[config.mk]
export PLATFORM = sky130hd
export DESIGN_NAME = id_ex_stage_flat
export DESIGN_NICKNAME = d
export VERILOG_FILES = /design/src/rtl/id_ex_stage_pkg.sv /design/src/rtl/id_ex_stage_if.sv /design/src/rtl/id_ex_stage_operand_resolve.sv /design/src/rtl/id_ex_stage.sv /design/src/flat_wrapper.sv
export SDC_FILE = /design/constraint.sdc
export NUM_CORES = 1
export LEC_CHECK = 0
export ABC_AREA = 1
export CORE_MARGIN = 5
export CORE_UTILIZATION = 60
export DETAILED_ROUTE_END_ITERATION = 6
export DONT_BUFFER_PORTS = 1
export PLACE_DENSITY = 0.76
export SETUP_SLACK_MARGIN = 0.5
export SYNTH_ARGS = -nofsm -noshare
export SYNTH_HDL_FRONTEND = slang
export SYNTH_HIERARCHICAL = 1
export SYNTH_SLANG_ARGS = --single-unit
[constraint.sdc]
create_clock -name clk -period 3.1 [get_ports clk]
set_clock_uncertainty 0.15 [all_clocks]
set_input_delay 0.62 -clock clk [delete_from_list [all_inputs] [get_ports clk]]
set_output_delay 0.62 -clock clk [all_outputs]
set_load 0.01 [all_outputs]
[src/rtl/id_ex_stage_pkg.sv]
// rtl/id_ex_stage_pkg.sv - shared types for the ID/EX operand stage
//
// Purpose: ALU operation codes and the stage state enum, shared by the
//          stage, its interface and the testbench.
// Contents: alu_sel_t, ALU_* codes, stage_state_e.
package id_ex_stage_pkg;

   typedef logic [3:0] alu_sel_t;

   localparam alu_sel_t ALU_NOP     = 4'h0;
   localparam alu_sel_t ALU_ADD     = 4'h1;
   localparam alu_sel_t ALU_SUB     = 4'h2;
   localparam alu_sel_t ALU_AND     = 4'h3;
   localparam alu_sel_t ALU_OR      = 4'h4;
   localparam alu_sel_t ALU_XOR     = 4'h5;
   localparam alu_sel_t ALU_SLL     = 4'h6;
   localparam alu_sel_t ALU_SRL     = 4'h7;
   localparam alu_sel_t ALU_SRA     = 4'h8;
   localparam alu_sel_t ALU_SLT     = 4'h9;
   localparam alu_sel_t ALU_SLTU    = 4'hA;
   localparam alu_sel_t ALU_INVALID = 4'hF;

   typedef enum logic [1:0] {
      ST_EMPTY = 2'd0,
      ST_WAIT  = 2'd1,
      ST_FULL  = 2'd2
   } stage_state_e;

endpackage

[src/rtl/id_ex_stage_if.sv]
// rtl/id_ex_stage_if.sv - decode/forwarding/ALU bundle of the ID/EX stage
//
// Purpose: groups the decode offer, forwarding sources and ALU-side result.
// Modports: master - decode/pipeline side driving the stage;
//           slave  - the id_ex_stage itself.
interface id_ex_stage_if
   import id_ex_stage_pkg::*;
#(
   parameter int XLEN = 32,
   parameter int REGW = 5
) ();

   logic            in_valid;
   logic            in_ready;
   alu_sel_t        in_alu_sel;
   logic [REGW-1:0] in_rs1;
   logic [REGW-1:0] in_rs2;
   logic [XLEN-1:0] in_rs1_data;
   logic [XLEN-1:0] in_rs2_data;
   logic [XLEN-1:0] in_imm;
   logic            in_use_imm;
   logic [REGW-1:0] in_rd;
   logic            flush;
   logic            ex_fwd_valid;
   logic            ex_fwd_is_load;
   logic [REGW-1:0] ex_fwd_rd;
   logic [XLEN-1:0] ex_fwd_data;
   logic            wb_fwd_valid;
   logic [REGW-1:0] wb_fwd_rd;
   logic [XLEN-1:0] wb_fwd_data;
   logic            out_valid;
   logic            out_ready;
   logic [XLEN-1:0] alu_a;
   logic [XLEN-1:0] alu_b;
   alu_sel_t        alu_sel;
   logic [REGW-1:0] out_rd;

   modport master (
      output in_valid, in_alu_sel, in_rs1, in_rs2, in_rs1_data, in_rs2_data,
             in_imm, in_use_imm, in_rd, flush,
             ex_fwd_valid, ex_fwd_is_load, ex_fwd_rd, ex_fwd_data,
             wb_fwd_valid, wb_fwd_rd, wb_fwd_data, out_ready,
      input  in_ready, out_valid, alu_a, alu_b, alu_sel, out_rd
   );

   modport slave (
      input  in_valid, in_alu_sel, in_rs1, in_rs2, in_rs1_data, in_rs2_data,
             in_imm, in_use_imm, in_rd, flush,
             ex_fwd_valid, ex_fwd_is_load, ex_fwd_rd, ex_fwd_data,
             wb_fwd_valid, wb_fwd_rd, wb_fwd_data, out_ready,
      output in_ready, out_valid, alu_a, alu_b, alu_sel, out_rd
   );

endinterface

[src/rtl/id_ex_stage_operand_resolve.sv]
// rtl/id_ex_stage_operand_resolve.sv - forwarding priority for one source operand
//
// Purpose: picks the value for one source register: x0, EX/MEM forward,
//          writeback forward or register-file data; flags a pending load.
// Ports: rs_i/rf_data_i - source index and fallback data;
//        ex_fwd_*_i / wb_fwd_*_i - forwarding producers;
//        pending_o - EX producer is a load whose data is not ready;
//        value_o - resolved value (rf_data_i while pending).
module operand_resolve
   import id_ex_stage_pkg::*;
#(
   parameter int XLEN = 32,
   parameter int REGW = 5
) (
   input  logic [REGW-1:0] rs_i,
   input  logic [XLEN-1:0] rf_data_i,
   input  logic            ex_fwd_valid_i,
   input  logic            ex_fwd_is_load_i,
   input  logic [REGW-1:0] ex_fwd_rd_i,
   input  logic [XLEN-1:0] ex_fwd_data_i,
   input  logic            wb_fwd_valid_i,
   input  logic [REGW-1:0] wb_fwd_rd_i,
   input  logic [XLEN-1:0] wb_fwd_data_i,
   output logic            pending_o,
   output logic [XLEN-1:0] value_o
);

   logic ex_hit;
   logic wb_hit;

   assign ex_hit = ex_fwd_valid_i && (ex_fwd_rd_i == rs_i);
   assign wb_hit = wb_fwd_valid_i && (wb_fwd_rd_i == rs_i);

   always_comb begin
      pending_o = 1'b0;
      value_o   = rf_data_i;
      if (rs_i == '0) begin
         // x0 is hardwired; producers writing x0 never forward
         value_o = '0;
      end else if (ex_hit && ex_fwd_is_load_i) begin
         pending_o = 1'b1;
      end else if (ex_hit) begin
         value_o = ex_fwd_data_i;
      end else if (wb_hit) begin
         value_o = wb_fwd_data_i;
      end
   end

endmodule

[src/rtl/id_ex_stage.sv]
// rtl/id_ex_stage.sv - ID/EX operand stage with forwarding and load-use wait
//
// Purpose: captures a decoded instruction, resolves both ALU operands through
//          forwarding, waits for pending load data, then presents the ALU
//          operands with a valid/ready handshake.
// Ports: clk, rst_n (async active-low); bus - id_ex_stage_if slave modport
//        carrying the decode offer, flush, forwarding sources and ALU outputs.
module id_ex_stage
   import id_ex_stage_pkg::*;
#(
   parameter int XLEN = 32,
   parameter int REGW = 5
) (
   input  logic         clk,
   input  logic         rst_n,
   id_ex_stage_if.slave bus
);

   stage_state_e    state_q, state_d;
   logic [XLEN-1:0] a_q, a_d, b_q, b_d;
   logic            a_pend_q, a_pend_d, b_pend_q, b_pend_d;
   alu_sel_t        sel_q, sel_d;
   logic [REGW-1:0] rd_q, rd_d, rs1_q, rs1_d, rs2_q, rs2_d;

   logic            waiting, in_ready, capture;
   logic [REGW-1:0] res_a_rs, res_b_rs;
   logic [XLEN-1:0] res_a_rf, res_b_rf, res_a_val, res_b_val, b_cap_val;
   logic            res_a_pend, res_b_pend, b_cap_pend;

   assign waiting  = (state_q == ST_WAIT);
   assign in_ready = (state_q == ST_EMPTY) || ((state_q == ST_FULL) && bus.out_ready);
   assign capture  = bus.in_valid && in_ready && !bus.flush;

   // In WAIT the resolvers re-examine the held instruction; a pending operand
   // keeps its captured register-file data in a_q/b_q as the fallback value.
   assign res_a_rs = waiting ? rs1_q : bus.in_rs1;
   assign res_a_rf = waiting ? a_q   : bus.in_rs1_data;
   assign res_b_rs = waiting ? rs2_q : bus.in_rs2;
   assign res_b_rf = waiting ? b_q   : bus.in_rs2_data;

   operand_resolve #(.XLEN(XLEN), .REGW(REGW)) u_res_a (
      .rs_i(res_a_rs), .rf_data_i(res_a_rf),
      .ex_fwd_valid_i(bus.ex_fwd_valid), .ex_fwd_is_load_i(bus.ex_fwd_is_load),
      .ex_fwd_rd_i(bus.ex_fwd_rd), .ex_fwd_data_i(bus.ex_fwd_data),
      .wb_fwd_valid_i(bus.wb_fwd_valid), .wb_fwd_rd_i(bus.wb_fwd_rd),
      .wb_fwd_data_i(bus.wb_fwd_data),
      .pending_o(res_a_pend), .value_o(res_a_val)
   );

   operand_resolve #(.XLEN(XLEN), .REGW(REGW)) u_res_b (
      .rs_i(res_b_rs), .rf_data_i(res_b_rf),
      .ex_fwd_valid_i(bus.ex_fwd_valid), .ex_fwd_is_load_i(bus.ex_fwd_is_load),
      .ex_fwd_rd_i(bus.ex_fwd_rd), .ex_fwd_data_i(bus.ex_fwd_data),
      .wb_fwd_valid_i(bus.wb_fwd_valid), .wb_fwd_rd_i(bus.wb_fwd_rd),
      .wb_fwd_data_i(bus.wb_fwd_data),
      .pending_o(res_b_pend), .value_o(res_b_val)
   );

   // An immediate operand B is never pending, whatever rs2 happens to hold.
   assign b_cap_val  = bus.in_use_imm ? bus.in_imm : res_b_val;
   assign b_cap_pend = !bus.in_use_imm && res_b_pend;

   always_comb begin
      state_d  = state_q;
      a_d      = a_q;
      b_d      = b_q;
      a_pend_d = a_pend_q;
      b_pend_d = b_pend_q;
      sel_d    = sel_q;
      rd_d     = rd_q;
      rs1_d    = rs1_q;
      rs2_d    = rs2_q;
      if (bus.flush) begin
         state_d  = ST_EMPTY;
         a_pend_d = 1'b0;
         b_pend_d = 1'b0;
      end else if (capture) begin
         a_d      = res_a_val;
         b_d      = b_cap_val;
         a_pend_d = res_a_pend;
         b_pend_d = b_cap_pend;
         sel_d    = bus.in_alu_sel;
         rd_d     = bus.in_rd;
         rs1_d    = bus.in_rs1;
         rs2_d    = bus.in_rs2;
         state_d  = (res_a_pend || b_cap_pend) ? ST_WAIT : ST_FULL;
      end else begin
         case (state_q)
            ST_WAIT: begin
               // Resolved operands stay frozen; only pending ones update.
               if (a_pend_q && !res_a_pend) begin
                  a_d      = res_a_val;
                  a_pend_d = 1'b0;
               end
               if (b_pend_q && !res_b_pend) begin
                  b_d      = res_b_val;
                  b_pend_d = 1'b0;
               end
               if ((!a_pend_q || !res_a_pend) && (!b_pend_q || !res_b_pend)) begin
                  state_d = ST_FULL;
               end
            end
            ST_FULL: begin
               if (bus.out_ready) begin
                  state_d = ST_EMPTY;
               end
            end
            default: ;
         endcase
      end
   end

   always_ff @(posedge clk or negedge rst_n) begin
      if (!rst_n) begin
         state_q  <= ST_EMPTY;
         a_q      <= '0;
         b_q      <= '0;
         a_pend_q <= 1'b0;
         b_pend_q <= 1'b0;
         sel_q    <= ALU_NOP;
         rd_q     <= '0;
         rs1_q    <= '0;
         rs2_q    <= '0;
      end else begin
         state_q  <= state_d;
         a_q      <= a_d;
         b_q      <= b_d;
         a_pend_q <= a_pend_d;
         b_pend_q <= b_pend_d;
         sel_q    <= sel_d;
         rd_q     <= rd_d;
         rs1_q    <= rs1_d;
         rs2_q    <= rs2_d;
      end
   end

   assign bus.in_ready  = in_ready;
   assign bus.out_valid = (state_q == ST_FULL);
   assign bus.alu_sel   = (state_q == ST_FULL) ? sel_q : ALU_NOP;
   assign bus.alu_a     = a_q;
   assign bus.alu_b     = b_q;
   assign bus.out_rd    = rd_q;

endmodule

[src/flat_wrapper.sv]
// flat-port wrapper written by rule: the top's interface ports become plain ports
module id_ex_stage_flat import id_ex_stage_pkg::*;
#(
   parameter int XLEN = 32,
   parameter int REGW = 5
)
  (clk, rst_n, bus_in_valid, bus_in_alu_sel, bus_in_rs1, bus_in_rs2, bus_in_rs1_data, bus_in_rs2_data, bus_in_imm, bus_in_use_imm, bus_in_rd, bus_flush, bus_ex_fwd_valid, bus_ex_fwd_is_load, bus_ex_fwd_rd, bus_ex_fwd_data, bus_wb_fwd_valid, bus_wb_fwd_rd, bus_wb_fwd_data, bus_out_ready, bus_in_ready, bus_out_valid, bus_alu_a, bus_alu_b, bus_alu_sel, bus_out_rd);
  id_ex_stage_if #(.XLEN(XLEN), .REGW(REGW)) bus_i ();
  input  logic clk;
  input  logic rst_n;
  input wire logic [$bits(bus_i.in_valid)-1:0] bus_in_valid;
  input wire logic [$bits(bus_i.in_alu_sel)-1:0] bus_in_alu_sel;
  input wire logic [$bits(bus_i.in_rs1)-1:0] bus_in_rs1;
  input wire logic [$bits(bus_i.in_rs2)-1:0] bus_in_rs2;
  input wire logic [$bits(bus_i.in_rs1_data)-1:0] bus_in_rs1_data;
  input wire logic [$bits(bus_i.in_rs2_data)-1:0] bus_in_rs2_data;
  input wire logic [$bits(bus_i.in_imm)-1:0] bus_in_imm;
  input wire logic [$bits(bus_i.in_use_imm)-1:0] bus_in_use_imm;
  input wire logic [$bits(bus_i.in_rd)-1:0] bus_in_rd;
  input wire logic [$bits(bus_i.flush)-1:0] bus_flush;
  input wire logic [$bits(bus_i.ex_fwd_valid)-1:0] bus_ex_fwd_valid;
  input wire logic [$bits(bus_i.ex_fwd_is_load)-1:0] bus_ex_fwd_is_load;
  input wire logic [$bits(bus_i.ex_fwd_rd)-1:0] bus_ex_fwd_rd;
  input wire logic [$bits(bus_i.ex_fwd_data)-1:0] bus_ex_fwd_data;
  input wire logic [$bits(bus_i.wb_fwd_valid)-1:0] bus_wb_fwd_valid;
  input wire logic [$bits(bus_i.wb_fwd_rd)-1:0] bus_wb_fwd_rd;
  input wire logic [$bits(bus_i.wb_fwd_data)-1:0] bus_wb_fwd_data;
  input wire logic [$bits(bus_i.out_ready)-1:0] bus_out_ready;
  output wire logic [$bits(bus_i.in_ready)-1:0] bus_in_ready;
  output wire logic [$bits(bus_i.out_valid)-1:0] bus_out_valid;
  output wire logic [$bits(bus_i.alu_a)-1:0] bus_alu_a;
  output wire logic [$bits(bus_i.alu_b)-1:0] bus_alu_b;
  output wire logic [$bits(bus_i.alu_sel)-1:0] bus_alu_sel;
  output wire logic [$bits(bus_i.out_rd)-1:0] bus_out_rd;
  assign bus_i.in_valid = bus_in_valid;
  assign bus_i.in_alu_sel = bus_in_alu_sel;
  assign bus_i.in_rs1 = bus_in_rs1;
  assign bus_i.in_rs2 = bus_in_rs2;
  assign bus_i.in_rs1_data = bus_in_rs1_data;
  assign bus_i.in_rs2_data = bus_in_rs2_data;
  assign bus_i.in_imm = bus_in_imm;
  assign bus_i.in_use_imm = bus_in_use_imm;
  assign bus_i.in_rd = bus_in_rd;
  assign bus_i.flush = bus_flush;
  assign bus_i.ex_fwd_valid = bus_ex_fwd_valid;
  assign bus_i.ex_fwd_is_load = bus_ex_fwd_is_load;
  assign bus_i.ex_fwd_rd = bus_ex_fwd_rd;
  assign bus_i.ex_fwd_data = bus_ex_fwd_data;
  assign bus_i.wb_fwd_valid = bus_wb_fwd_valid;
  assign bus_i.wb_fwd_rd = bus_wb_fwd_rd;
  assign bus_i.wb_fwd_data = bus_wb_fwd_data;
  assign bus_i.out_ready = bus_out_ready;
  assign bus_in_ready = bus_i.in_ready;
  assign bus_out_valid = bus_i.out_valid;
  assign bus_alu_a = bus_i.alu_a;
  assign bus_alu_b = bus_i.alu_b;
  assign bus_alu_sel = bus_i.alu_sel;
  assign bus_out_rd = bus_i.out_rd;
  id_ex_stage #(.XLEN(XLEN), .REGW(REGW)) u_core (.clk(clk), .rst_n(rst_n), .bus(bus_i));
endmodule
==> results.py, run 1 <==
metrics = {
    "clock_tree": {
        "clk_pin_slew_ns": 0.06,
        "cts_num_sinks": 87,
        "cts_buffers": 9,
        "clk_path_buf_depth": 2,
        "cts_max_level": 3,
        "clkLatencyLatePin_ns": 0.34,
        "cts_tree": "done",
        "clk_root_buffer_cell": "sky130_fd_sc_hd__clkbuf_16",
    },
    "power_and_ir_drop": {
        "seq_power_share": 0.441,
        "share_comb_of_total_power": 0.279,
        "power_switching_uw": 1550,
        "vdd_ir_drop_max_mv": 0.362,
        "power_density_nw_per_um2": 453,
        "power.internal_uw": 2490,
        "power_switching_share": 0.384,
        "clkPwrFrac": 0.280,
        "p_leak_uw": 0.00460,
    },
    "sta": {
        "relSlewSlack": 0.620,
        "fmax_ghz": 0.388,
        "setup_viol": 0,
        "fin_setup_tns_ns": 0,
        "grt_setup_unrepaired": "yes",
        "timing.final.max_slew_violations": 0,
        "worst-slew-pin-transition_ns": 0.568,
        "layout_worst_path_cycle_share": 0.832,
        "hold-worst-slack_ns": -0.187,
        "minimum_period_implied_by_the_final_worst_setup_slack_ns": 2.58,
        "report.final.hold_viol_count": 87,
    },
    "setup_path": {
        "crit_path_start_kind": "flip-flop",
        "end_kind": "flip-flop",
        "cp.required_ns": 3.18,
        "timing.critical_path.mode_cell": "sky130_fd_sc_hd__nand2_1",
        "critPathArrivalTime_ns": 2.66,
        "timing.critical_path.cells": "nor2_4 -> o21ai_2 -> nor3_1 -> nand3_1 -> inv_1 -> nor2_4 -> buf_12 -> nand2_1 -> nand2_1 -> a21oi_1 -> nand2_1 -> nand2_1 -> nand2_1",
        "critPathSlowestCell": "sky130_fd_sc_hd__dfrtp_2",
        "setup.worst_path.class": "flip-flop to flip-flop",
        "delay_contributed_by_the_slowest_stage_of_the_critical_path_ns": 0.49,
        "critical_path_peak_fanout": 34,
    },
    "cells_and_area": {
        "multi_input_comb_area_um2": 5000,
        "synthToLayoutAreaGrowth_pct": 14.4,
        "nets": 1520,
        "num_antenna_cells": 0,
        "fin_area_um2": 8920,
        "post_route_cells_drive_above_1_share": 0.145,
        "filler_cell_count": 1138,
        "layout.area.seq_um2": 2180,
    },
    "synth": {
        "post_synth_instance_area_um2": 7800,
        "ys_seq_area_frac": 0.279,
        "synthAdderAreaFrac": 0,
        "yosys.area_share.xor_xnor": 0,
        "synth_compound_gate_area_share": 0.0708,
        "yosys_warnings": 6,
        "synthMuxAreaShare": 0.00289,
        "yosys_register_bits": 87,
        "yosys.cell_types.count": 25,
        "synth_top_family_by_area": "simple AND/OR/NAND/NOR gates",
        "post_synth_simple_gate_area": 0.533,
        "syn-instance-count": 1308,
        "synth_top_cell_by_area": "sky130_fd_sc_hd__dfrtp_1",
        "syn-mean-instance-area_um2": 5.96,
        "syn_nets": 1506,
        "synth_largest_type_area_fraction": 0.279,
        "netlist_top_cells_area": "sky130_fd_sc_hd__dfrtp_1 (28%), sky130_fd_sc_hd__nand2_1 (28%), sky130_fd_sc_hd__nand3_1 (8.7%), sky130_fd_sc_hd__nor2_1 (6.6%), sky130_fd_sc_hd__nand4_1 (5.2%)",
    },
    "routing": {
        "met3RoutedLength_um": 4080,
        "met2_wirelength_um": 13400,
        "drt_iter0_markers": 1143,
        "drt_pass1_iterations": 6,
        "drcViolationCount": 0,
        "highest_layer": "met4",
        "finalWirelength_um": 29400,
        "detailroute.via_count": 9030,
        "met1Wirelength_um": 11000,
        "detail-route-antenna-nets": 0,
        "vias_per_cell": 6.02,
        "wire_per_inst_um": 19.6,
    },
    "floorplanning": {
        "die_area_um2": 15400,
        "height_of_the_die_um": 124,
        "initial_utilization": 0.615,
        "floorplan.die.width_um": 124,
        "num_rows": 41,
        "core-area_um2": 12700,
        "boundaryPins": 273,
    },
    "grt": {
        "grt_antenna_before_repair": 0,
        "grt_usage": 0.338,
        "aggregate_global_routing_overflow": 0,
        "grt_pass1_vias": 7518,
        "grt_first_pass_wirelength_um": 40500,
        "grt_max_degree": 88,
    },
    "place": {
        "gp_routability_congestion": 0.921,
        "port_buffers": 0,
        "dp_hpwl_um": 18000,
        "dpl-instance-area_um2": 7710,
    },
    "flow_run": {
        "maxCapViolCount": 0,
    },
    "status": {
        "violated_checks": "hold timing",
        "result_of_the_run": "finished with violations",
    },
    "min_path": {
        "timing.hold.worst.class": "input port to asynchronous set/reset pin",
    },
}
==> path summary, 6_finish.rpt <==
kind | from | end | slack [ns] | cells after the start
max | u_core/state_q[1] | u_core/state_q[1] | 0.52 | 13
min | rst_n | u_core/bus.out_rd[3] | -0.19 | 0
max reg2reg | u_core/state_q[1] | u_core/state_q[1] | 0.52 | 13
min reg2reg | u_core/rs1_q[1] | u_core/rs1_q[1] | 0.34 | 2
max in group asynchronous | rst_n | u_core/bus.alu_b[17] | 2.84 | 0
min in group clk | bus_in_rd[0] | u_core/bus.out_rd[0] | 0.23 | 2
==> flip-flops by register name (all words and copies together) (netlist names) <==
register and cells:
u_core/bus.alu_a 32, u_core/a_pend_q 1, u_core/state_q 2, u_core/bus.out_rd 5, u_core/sel_q 4, u_core/bus.alu_b 32
u_core/b_pend_q 1, u_core/rs2_q 5, u_core/rs1_q 5
==> routing by layer <==
metal,GRT usage,vias up
li1,-,4221
met1,0.441,4073
met2,0.535,651
met3,0.0985,85
met4,0.119,0
met5,0,-
==> metrics by stage <==
step	power [uW]	utilization	setup slack [ns]	std cells	hold WS, ns
after global routing	4250	0.704	0.426	1499	-0.201
after detailed placement	2720	0.609	0.123	1421	0.176
final	4040	0.704	0.521	1499	-0.187
after global placement	2690	0.609	0.208	1421	0.176
after CTS	3880	0.646	0.497	1447	-0.198
after floorplan	2490	-	0.514	1308	0.174
==> cells in the mapped netlist <==
cell and instances:
sky130_fd_sc_hd__inv_1 72, sky130_fd_sc_hd__nor3_1 2, sky130_fd_sc_hd__nand4_1 65, sky130_fd_sc_hd__nand4_4 1, sky130_fd_sc_hd__nand2_4 2, sky130_fd_sc_hd__inv_2 14
sky130_fd_sc_hd__buf_4 15, sky130_fd_sc_hd__nand3_4 4, sky130_fd_sc_hd__nor2_2 2, sky130_fd_sc_hd__buf_2 41, sky130_fd_sc_hd__nand2_2 12, sky130_fd_sc_hd__o21ai_1 18
sky130_fd_sc_hd__clkbuf_1 10, sky130_fd_sc_hd__nand2_1 572, sky130_fd_sc_hd__nor2_4 15, sky130_fd_sc_hd__o21ai_0 61, sky130_fd_sc_hd__buf_6 19, sky130_fd_sc_hd__dfrtp_1 87
sky130_fd_sc_hd__nor2_1 137, sky130_fd_sc_hd__nand3_1 136, sky130_fd_sc_hd__a21oi_1 2, sky130_fd_sc_hd__o21ai_2 16, sky130_fd_sc_hd__nand4_2 2, sky130_fd_sc_hd__o22ai_1 1
sky130_fd_sc_hd__mux2_2 2
==> logic make-up (layout without fill, tap and decap cells) <==
family          Yosys count  count (layout)
compound gates           98              98
simple gates            950             961
buf+inv                 171             179
flops                    87              87
mux                       2               2
==> critical path: cells and delay by family (launching register included) <==
| kind | cells | cell delay (ns) |
|---|---|---|
| and+or+nand+nor | 9 | 1.09 |
| DFF | 1 | 0.49 |
| buffers and inverters | 2 | 0.37 |
| AOI/OAI and AO/OA | 2 | 0.35 |
==> final cells by class <==
type                       instances  share of cell area
inverter                          86              0.0386
multi-input combinational       1061               0.560
clock buffer                      10              0.0268
sequential                        87               0.244
timing repair buffer              77              0.0992
clock inverter                     6             0.00673
tap                              172              0.0241
==> cells in the final DEF, fill, tap and decap left out <==
cell type and n:
sky130_fd_sc_hd__a21oi_1 2, sky130_fd_sc_hd__buf_12 12, sky130_fd_sc_hd__buf_4 51, sky130_fd_sc_hd__buf_6 5, sky130_fd_sc_hd__buf_8 2, sky130_fd_sc_hd__bufinv_16 1
sky130_fd_sc_hd__clkbuf_16 16, sky130_fd_sc_hd__clkbuf_8 1, sky130_fd_sc_hd__clkinv_2 4, sky130_fd_sc_hd__clkinv_8 1, sky130_fd_sc_hd__clkinvlp_4 2, sky130_fd_sc_hd__dfrtp_1 85
sky130_fd_sc_hd__dfrtp_2 2, sky130_fd_sc_hd__inv_1 70, sky130_fd_sc_hd__inv_2 13, sky130_fd_sc_hd__inv_8 1, sky130_fd_sc_hd__mux2_2 2, sky130_fd_sc_hd__nand2_1 570
sky130_fd_sc_hd__nand2_2 13, sky130_fd_sc_hd__nand2_4 2, sky130_fd_sc_hd__nand2_8 3, sky130_fd_sc_hd__nand3_1 134, sky130_fd_sc_hd__nand3_2 2, sky130_fd_sc_hd__nand3_4 8
sky130_fd_sc_hd__nand4_1 65, sky130_fd_sc_hd__nand4_2 1, sky130_fd_sc_hd__nand4_4 3, sky130_fd_sc_hd__nor2_1 136, sky130_fd_sc_hd__nor2_2 1, sky130_fd_sc_hd__nor2_4 21
sky130_fd_sc_hd__nor3_1 2, sky130_fd_sc_hd__o21ai_0 51, sky130_fd_sc_hd__o21ai_1 19, sky130_fd_sc_hd__o21ai_2 24, sky130_fd_sc_hd__o21ai_4 1, sky130_fd_sc_hd__o22ai_1 1
==> power groups by stage <==
stage,clock network (uW),registers [uW],logic (uW)
after floorplan,0,1710,783
after global placement,0,1790,904
after detailed placement,0,1790,928
after CTS,1140,1780,961
after global routing,1180,1820,1250
final,1130,1780,1130
==> repair_timing <==
action | 4_1_cts | 5_1_grt
resized for setup | 22 | 38
gates cloned | 6 | 13
endpoints found under the hold margin | 87 | 87
pin swaps | 7 | 22
endpoints found under the setup margin | 68 | 67
setup buffers | 4 | 39
No activity file was read; power rests on OpenSTA's default activity.
==> run 2: changes to the inputs <==
--- a/config.mk
+++ b/config.mk
@@ -5,12 +5,12 @@
 export SDC_FILE = /design/constraint.sdc
 export NUM_CORES = 1
 export LEC_CHECK = 0
-export ABC_AREA = 1
+export ABC_AREA = 0
 export CORE_MARGIN = 5
-export CORE_UTILIZATION = 60
+export CORE_UTILIZATION = 59
 export DETAILED_ROUTE_END_ITERATION = 6
 export DONT_BUFFER_PORTS = 1
-export PLACE_DENSITY = 0.76
+export PLACE_DENSITY = 0.78
 export SETUP_SLACK_MARGIN = 0.5
 export SYNTH_ARGS = -nofsm -noshare
 export SYNTH_HDL_FRONTEND = slang
==> constraint.sdc (replaced) <==
create_clock -name clk -period 2.3 [get_ports clk]
set_clock_uncertainty 0.15 [all_clocks]
set_input_delay 0.46 -clock clk [delete_from_list [all_inputs] [get_ports clk]]
set_output_delay 0.46 -clock clk [all_outputs]
set_load 0.01 [all_outputs]
==> run 2 against run 1 <==
- the run ends with DRC, hold timing, setup timing left
- clock power rose by 47%
- wire length fell by 1.8%
- global-route usage rose by 0.99 points
- non-clock buffer count up 15
==> results.py, run 2 <==
metrics = {
    "status": {
        "result_of_the_run": "finished with violations",
        "violated_checks": "DRC, hold timing, setup timing",
    },
    "grt": {
        "grt_antenna_before_repair": 2,
        "aggregate_global_routing_overflow": 0,
        "grt_usage": 0.348,
        "grt_max_degree": 88,
        "grt_pass1_vias": 7301,
        "grt_first_pass_wirelength_um": 40600,
    },
    "clock_tree": {
        "clkLatencyLatePin_ns": 0.35,
        "clk_root_buffer_cell": "sky130_fd_sc_hd__clkbuf_16",
        "cts_num_sinks": 87,
        "cts_max_level": 3,
        "cts_buffers": 9,
        "cts_tree": "done",
        "clk_path_buf_depth": 2,
        "clk_pin_slew_ns": 0.07,
    },
    "setup_path": {
        "crit_path_start_kind": "flip-flop",
        "rr_endpoint": "u_core/bus.alu_a[30]",
        "reg2reg_depth": 13,
        "rr_startpoint": "u_core/state_q[1]",
        "cp.required_ns": 2.38,
        "critPathArrivalTime_ns": 3.33,
        "worst_case_register_to_register_setup_slack_ns": -0.95,
        "setup.worst_path.class": "flip-flop to flip-flop",
        "critical_path_peak_fanout": 21,
        "end_kind": "flip-flop",
    },
    "sta": {
        "layout_worst_path_cycle_share": 1.41,
        "final.setup.worst_slack_ns": -0.947,
        "fmax_ghz": 0.308,
        "timing.final.max_slew_violations": 0,
        "grt_setup_unrepaired": "yes",
        "hold-worst-slack_ns": -0.353,
        "report.final.hold_viol_count": 87,
        "worst-slew-pin-transition_ns": 0.512,
        "relSlewSlack": 0.658,
        "minimum_period_implied_by_the_final_worst_setup_slack_ns": 3.25,
        "setup_viol": 68,
    },
    "floorplanning": {
        "die_area_um2": 15300,
        "height_of_the_die_um": 124,
        "boundaryPins": 273,
        "floorplan.die.width_um": 124,
        "num_rows": 41,
        "initial_utilization": 0.604,
        "core-area_um2": 12600,
    },
    "routing": {
        "vias_per_cell": 7.46,
        "detailroute.via_count": 7117,
        "finalWirelength_um": 28800,
        "wire_per_inst_um": 30.2,
        "drt_pass1_iterations": 7,
        "drcViolationCount": 1,
        "drt_iter0_markers": 1041,
        "detail-route-antenna-nets": 0,
    },
    "synth": {
        "netlist_top_cells_area": "sky130_fd_sc_hd__dfrtp_1 (29%), sky130_fd_sc_hd__mux2_2 (13%), sky130_fd_sc_hd__a221oi_2 (11%), sky130_fd_sc_hd__o31ai_1 (6.1%), sky130_fd_sc_hd__mux2_1 (5.8%)",
        "syn_nets": 953,
        "syn-mean-instance-area_um2": 10.1,
        "yosys_register_bits": 87,
        "synth-main-ff-cell": "sky130_fd_sc_hd__dfrtp_1",
        "yosys_warnings": 6,
        "synth_top_cell_by_area": "sky130_fd_sc_hd__dfrtp_1",
        "synth-async-reset-ratio": 1.00,
        "post_synth_most_frequent_cells": "sky130_fd_sc_hd__dfrtp_1 (87), sky130_fd_sc_hd__mux2_2 (86), sky130_fd_sc_hd__nand2_1 (67)",
        "synth.most_common_cell": "sky130_fd_sc_hd__dfrtp_1",
        "syn-instance-count": 755,
        "post_synth_instance_area_um2": 7620,
        "ys_seq_area_frac": 0.286,
        "yosys.cell_types.count": 41,
        "count_of_flip_flops_with_a_built_in_enable_after_synthesis": 0,
        "synth_largest_type_area_fraction": 0.286,
    },
    "cells_and_area": {
        "finish.utilization": 0.736,
        "synthToLayoutAreaGrowth_pct": 21.9,
        "filler_cell_count": 870,
        "layout_common_cells": "sky130_fd_sc_hd__dfrtp_1 (86), sky130_fd_sc_hd__mux2_2 (67), sky130_fd_sc_hd__nand2_1 (63), sky130_fd_sc_hd__and3_1 (62), sky130_fd_sc_hd__a21oi_1 (61)",
        "leading_cell_type_in_the_layout_fill_and_taps_excluded": "sky130_fd_sc_hd__dfrtp_1",
        "layout.area.seq_um2": 2180,
        "num_antenna_cells": 0,
        "fin_area_um2": 9290,
        "multi_input_comb_area_um2": 5370,
        "nets": 975,
        "post_route_cells_drive_above_1_share": 0.451,
    },
    "power_and_ir_drop": {
        "vdd_ir_drop_max_mv": 0.428,
        "p_leak_uw": 0.00362,
        "power_density_nw_per_um2": 552,
    },
    "place": {
        "dpl-instance-area_um2": 8000,
        "gp_routability_congestion": 0.953,
        "port_buffers": 0,
        "dp_slack_ns": -0.855,
        "dp_hpwl_um": 18800,
    },
    "flow_run": {
        "maxCapViolCount": 0,
    },
    "min_path": {
        "timing.hold.worst.class": "input port to asynchronous set/reset pin",
    },
}
-- run 2: cell types whose count changed in the layout (fill, tap and decap cells not counted), moves of 62 or more --
cell,change
sky130_fd_sc_hd__mux2_2,+65
sky130_fd_sc_hd__inv_1,-64
sky130_fd_sc_hd__nand4_1,-65
sky130_fd_sc_hd__and3_1,+62
sky130_fd_sc_hd__nand3_1,-134
sky130_fd_sc_hd__nor2_1,-134
sky130_fd_sc_hd__nand2_1,-507
-- run 2: kinds of logic (layout without fill, tap and decap cells) --
| family | Yosys count | in the layout | synth area share |
|---|---|---|---|
| compound gates | 233 | 233 | 0.284 |
| simple gates | 201 | 201 | 0.155 |
| mux | 127 | 127 | 0.187 |
| flops | 87 | 87 | 0.286 |
| buf+inv | 87 | 114 | 0.0650 |
| xor+xnor | 20 | 20 | 0.0230 |
-- run 2: through the flow --
stage	TNS, ns	instances	power, uW
after floorplan	-80.43	755	2920
after global placement	-48.48	905	3160
after detailed placement	-50.72	905	3220
after CTS	-49.66	938	4970
after global routing	-62.80	954	5290
final	-56.47	954	5120
-- run 2: area by class of cell --
cell class | count | area share
Sequential cell | 87 | 0.235
Clock buffer | 9 | 0.0243
Timing Repair Buffer | 92 | 0.127
Multi-Input combinational cell | 581 | 0.578
Tap cell | 172 | 0.0232
Inverter | 6 | 0.00243
Clock inverter | 7 | 0.0110
-- run 2: worst max-delay path by stage --
stage | start | end | slack (ns) | cells after the start
after global placement | u_core/state_q[1] | u_core/bus.alu_b[17] | -0.85 | 12
after detailed placement | u_core/state_q[1] | u_core/bus.alu_b[17] | -0.86 | 13
after CTS | u_core/state_q[1] | u_core/bus.alu_a[11] | -0.77 | 11
after global routing | u_core/state_q[1] | u_core/bus.alu_a[30] | -0.98 | 12
after floorplan | u_core/state_q[0] | u_core/bus.alu_b[30] | -1.22 | 14
final | u_core/state_q[1] | u_core/bus.alu_a[30] | -0.95 | 13
-- run 2: layer usage --
layer,GRT usage,vias up,part of all wire
met5,0,-,0.00094
met2,0.575,582,0.48
met3,0.130,132,0.13
li1,-,2978,-
met4,0.157,4,0.042
met1,0.401,3421,0.35
-- run 2: critical path, stage by stage, from the launching register on --
cell and delay [ns]:
sky130_fd_sc_hd__dfrtp_1 0.41, sky130_fd_sc_hd__nor2b_4 0.15, sky130_fd_sc_hd__buf_12 0.14, sky130_fd_sc_hd__buf_8 0.13
sky130_fd_sc_hd__mux2_4 0.32, sky130_fd_sc_hd__xor2_1 0.31, sky130_fd_sc_hd__nor4_4 0.10, sky130_fd_sc_hd__buf_4 0.15
sky130_fd_sc_hd__buf_4 0.13, sky130_fd_sc_hd__and3_4 0.18, sky130_fd_sc_hd__buf_12 0.17, sky130_fd_sc_hd__a221oi_1 0.33
sky130_fd_sc_hd__o31ai_1 0.12, sky130_fd_sc_hd__mux2_1 0.32
-- run 2: report_power, final --
| group | total, uW | switching, uW | internal, uW | leakage, uW |
|---|---|---|---|---|
| combinational | 1250 | 545 | 702 | 0.00246 |
| sequential | 2210 | 400 | 1810 | 0.00101 |
| clock | 1660 | 697 | 967 | 0.000157 |
-- run 2: repair_timing --
| action | CTS | global route |
|---|---|---|
| buffers inserted | 12 | 10 |
| hold endpoints to repair | 87 | 87 |
| pin swaps | 5 | 12 |
| resized for setup | 64 | 54 |
| endpoints found under the setup margin | 93 | 93 |
| cloned | 5 | 6 |
==> run 3: changes to the inputs <==
--- a/config.mk
+++ b/config.mk
@@ -6,11 +6,13 @@
 export NUM_CORES = 1
 export LEC_CHECK = 0
 export ABC_AREA = 0
+export CELL_PAD_IN_SITES_DETAIL_PLACEMENT = 1
+export CELL_PAD_IN_SITES_GLOBAL_PLACEMENT = 1
 export CORE_MARGIN = 5
-export CORE_UTILIZATION = 59
+export CORE_UTILIZATION = 44
 export DETAILED_ROUTE_END_ITERATION = 6
 export DONT_BUFFER_PORTS = 1
-export PLACE_DENSITY = 0.78
+export PLACE_DENSITY_LB_ADDON = 0.1
 export SETUP_SLACK_MARGIN = 0.5
 export SYNTH_ARGS = -nofsm -noshare
 export SYNTH_HDL_FRONTEND = slang
==> run 3 against run 2 <==
- the run ends with hold timing, setup timing left
- non-clock buffer count rose by 23
- sequential share of layout area fell by 0.58 points
- via count fell by 3.3%
- critical path type unchanged
- critical endpoint is now u_core/state_q[1]
==> results.py, run 3 (synthesis results as in run 2) <==
metrics = {
    "status": {
        "result_of_the_run": "finished with violations",
        "violated_checks": "hold timing, setup timing",
    },
    "clock_tree": {
        "cts_max_level": 3,
        "clkLatencyLatePin_ns": 0.37,
        "cts_buffers": 9,
        "cts_tree": "done",
        "hold_buffers": 1,
        "clk_path_buf_depth": 2,
        "cts_num_sinks": 87,
        "clk_root_buffer_cell": "sky130_fd_sc_hd__clkbuf_16",
        "clk_pin_slew_ns": 0.08,
    },
    "floorplanning": {
        "num_rows": 48,
        "floorplan.die.width_um": 142,
        "height_of_the_die_um": 142,
        "initial_utilization": 0.445,
        "die_area_um2": 20000,
        "core-area_um2": 17100,
        "boundaryPins": 273,
    },
    "sta": {
        "worst-slew-pin-transition_ns": 0.526,
        "fmax_ghz": 0.303,
        "timing.final.max_slew_violations": 0,
        "hold-worst-slack_ns": -0.375,
        "final.setup.worst_slack_ns": -1.00,
        "grt_setup_unrepaired": "yes",
        "fin_setup_tns_ns": -79.54,
        "minimum_period_implied_by_the_final_worst_setup_slack_ns": 3.30,
        "relSlewSlack": 0.649,
        "report.final.hold_viol_count": 87,
        "layout_worst_path_cycle_share": 1.44,
        "setup_viol": 93,
    },
    "setup_path": {
        "timing.critical_path.cells": "nor2b_4 -> buf_12 -> mux2_4 -> or4_4 -> nor2_4 -> and4bb_2 -> buf_4 -> buf_12 -> nor2b_2 -> nor2_1 -> nand2_1 -> a211oi_2",
        "crit_path_start_kind": "flip-flop",
        "critical_path_peak_fanout": 15,
        "end_kind": "flip-flop",
        "critical_path.top_delay_family": "simple AND/OR/NAND/NOR gates",
        "critPathArrivalTime_ns": 3.40,
        "timing.critical_path.mode_cell": "sky130_fd_sc_hd__buf_12",
        "delay_contributed_by_the_slowest_stage_of_the_critical_path_ns": 0.56,
        "critical_path.n_buffers_inverters": 3,
        "critPathSlowestCell": "sky130_fd_sc_hd__or4_4",
        "cp.required_ns": 2.40,
        "setup.worst_path.class": "flip-flop to flip-flop",
    },
    "grt": {
        "grt_pass1_vias": 7584,
        "grt_max_degree": 88,
        "grt_antenna_before_repair": 8,
        "grt_usage": 0.296,
        "aggregate_global_routing_overflow": 0,
        "grt_first_pass_wirelength_um": 45900,
    },
    "routing": {
        "drcViolationCount": 0,
        "drt_iter0_markers": 512,
        "finalWirelength_um": 32200,
        "wire_per_inst_um": 31.1,
        "detailroute.via_count": 6881,
        "drt_pass1_iterations": 4,
        "detail-route-antenna-nets": 0,
        "vias_per_cell": 6.64,
    },
    "power_and_ir_drop": {
        "clkPwrFrac": 0.307,
        "power.internal_uw": 3310,
        "vdd_ir_drop_max_mv": 0.389,
        "share_comb_of_total_power": 0.255,
        "seq_power_share": 0.438,
        "power_switching_uw": 1740,
        "power_density_nw_per_um2": 530,
        "total_power_uw": 5040,
        "p_leak_uw": 0.00372,
        "power_switching_share": 0.344,
    },
    "place": {
        "gp_routability_congestion": 0.884,
        "dp_hpwl_um": 20700,
        "dp_slack_ns": -0.901,
        "port_buffers": 0,
    },
    "cells_and_area": {
        "finish.utilization": 0.556,
        "layout_common_cells": "sky130_fd_sc_hd__dfrtp_1 (86), sky130_fd_sc_hd__mux2_2 (75), sky130_fd_sc_hd__nand2_1 (66), sky130_fd_sc_hd__a21oi_1 (63), sky130_fd_sc_hd__and3_1 (62)",
        "nets": 998,
        "layout.area.seq_um2": 2180,
        "multi_input_comb_area_um2": 5320,
        "post_route_cells_drive_above_1_share": 0.465,
        "leading_cell_type_in_the_layout_fill_and_taps_excluded": "sky130_fd_sc_hd__dfrtp_1",
        "filler_cell_count": 1829,
        "synthToLayoutAreaGrowth_pct": 25.0,
    },
    "flow_run": {
        "maxCapViolCount": 0,
    },
    "min_path": {
        "timing.hold.worst.class": "input port to asynchronous set/reset pin",
    },
}
run 3: changes by cell type in the layout (fill, tap and decap cells not counted), sizes merged:
cell,change
bufinv,-2
clkinvlp,-1
buf,+22
diode,+6
inv,+3
dlygate4sd3,+1
run 3: power by group through the flow:
| stage | Combinational (uW) | Clock [uW] | Sequential (uW) |
|---|---|---|---|
| floorplan | 802 | 0 | 2120 |
| global placement | 980 | 0 | 2210 |
| detailed placement | 1030 | 0 | 2230 |
| CTS | 1140 | 1570 | 2200 |
| global route | 1360 | 1640 | 2250 |
| finish | 1290 | 1550 | 2210 |
run 3: final cells by class:
cell class / count / share of cell area
timing repair buffer: 115 / 0.148
inverter: 6 / 0.00236
tap: 225 / 0.0296
clock buffer: 9 / 0.0236
antenna: 6 / 0.00158
clock inverter: 7 / 0.00723
sequential: 87 / 0.229
multi-input combinational: 581 / 0.559
run 3: path summary, 6_finish.rpt:
kind	slack (ns)	depth (start not counted)	end	from
setup / recovery	-1.00	12	u_core/state_q[1]	u_core/state_q[1]
hold / removal	-0.38	0	u_core/bus.alu_b[17]	rst_n
setup reg to reg	-1.00	12	u_core/state_q[1]	u_core/state_q[1]
hold reg to reg	0.37	1	u_core/rs2_q[1]	u_core/rs2_q[1]
max in group asynchronous	2.24	0	u_core/bus.alu_b[8]	rst_n
min in group clk	0.09	1	u_core/rs1_q[0]	bus_in_rs1[0]
run 3: what timing repair did:
item | 4_1_cts | 5_1_grt
pin swaps | 16 | 10
endpoints found under the setup margin | 93 | 93
setup buffers | 22 | 17
cloned | 7 | 5
endpoints found under the hold margin | 90 | 87
resized for setup | 72 | 43
run 3: layer usage:
layer / part of all wire / vias up / track usage
met5: 0.0011 / - / 0
met4: 0.032 / 6 / 0.112
met2: 0.49 / 320 / 0.496
met1: 0.38 / 3459 / 0.346
met3: 0.091 / 63 / 0.109
li1: - / 3033 / -
run 3: per-stage QoR:
stage               area (um2)  cells
finish                    9520   1036
global route              9520   1035
CTS                       9060   1008
detailed placement        8110    962
global placement          8110    962
floorplan                 7670    755
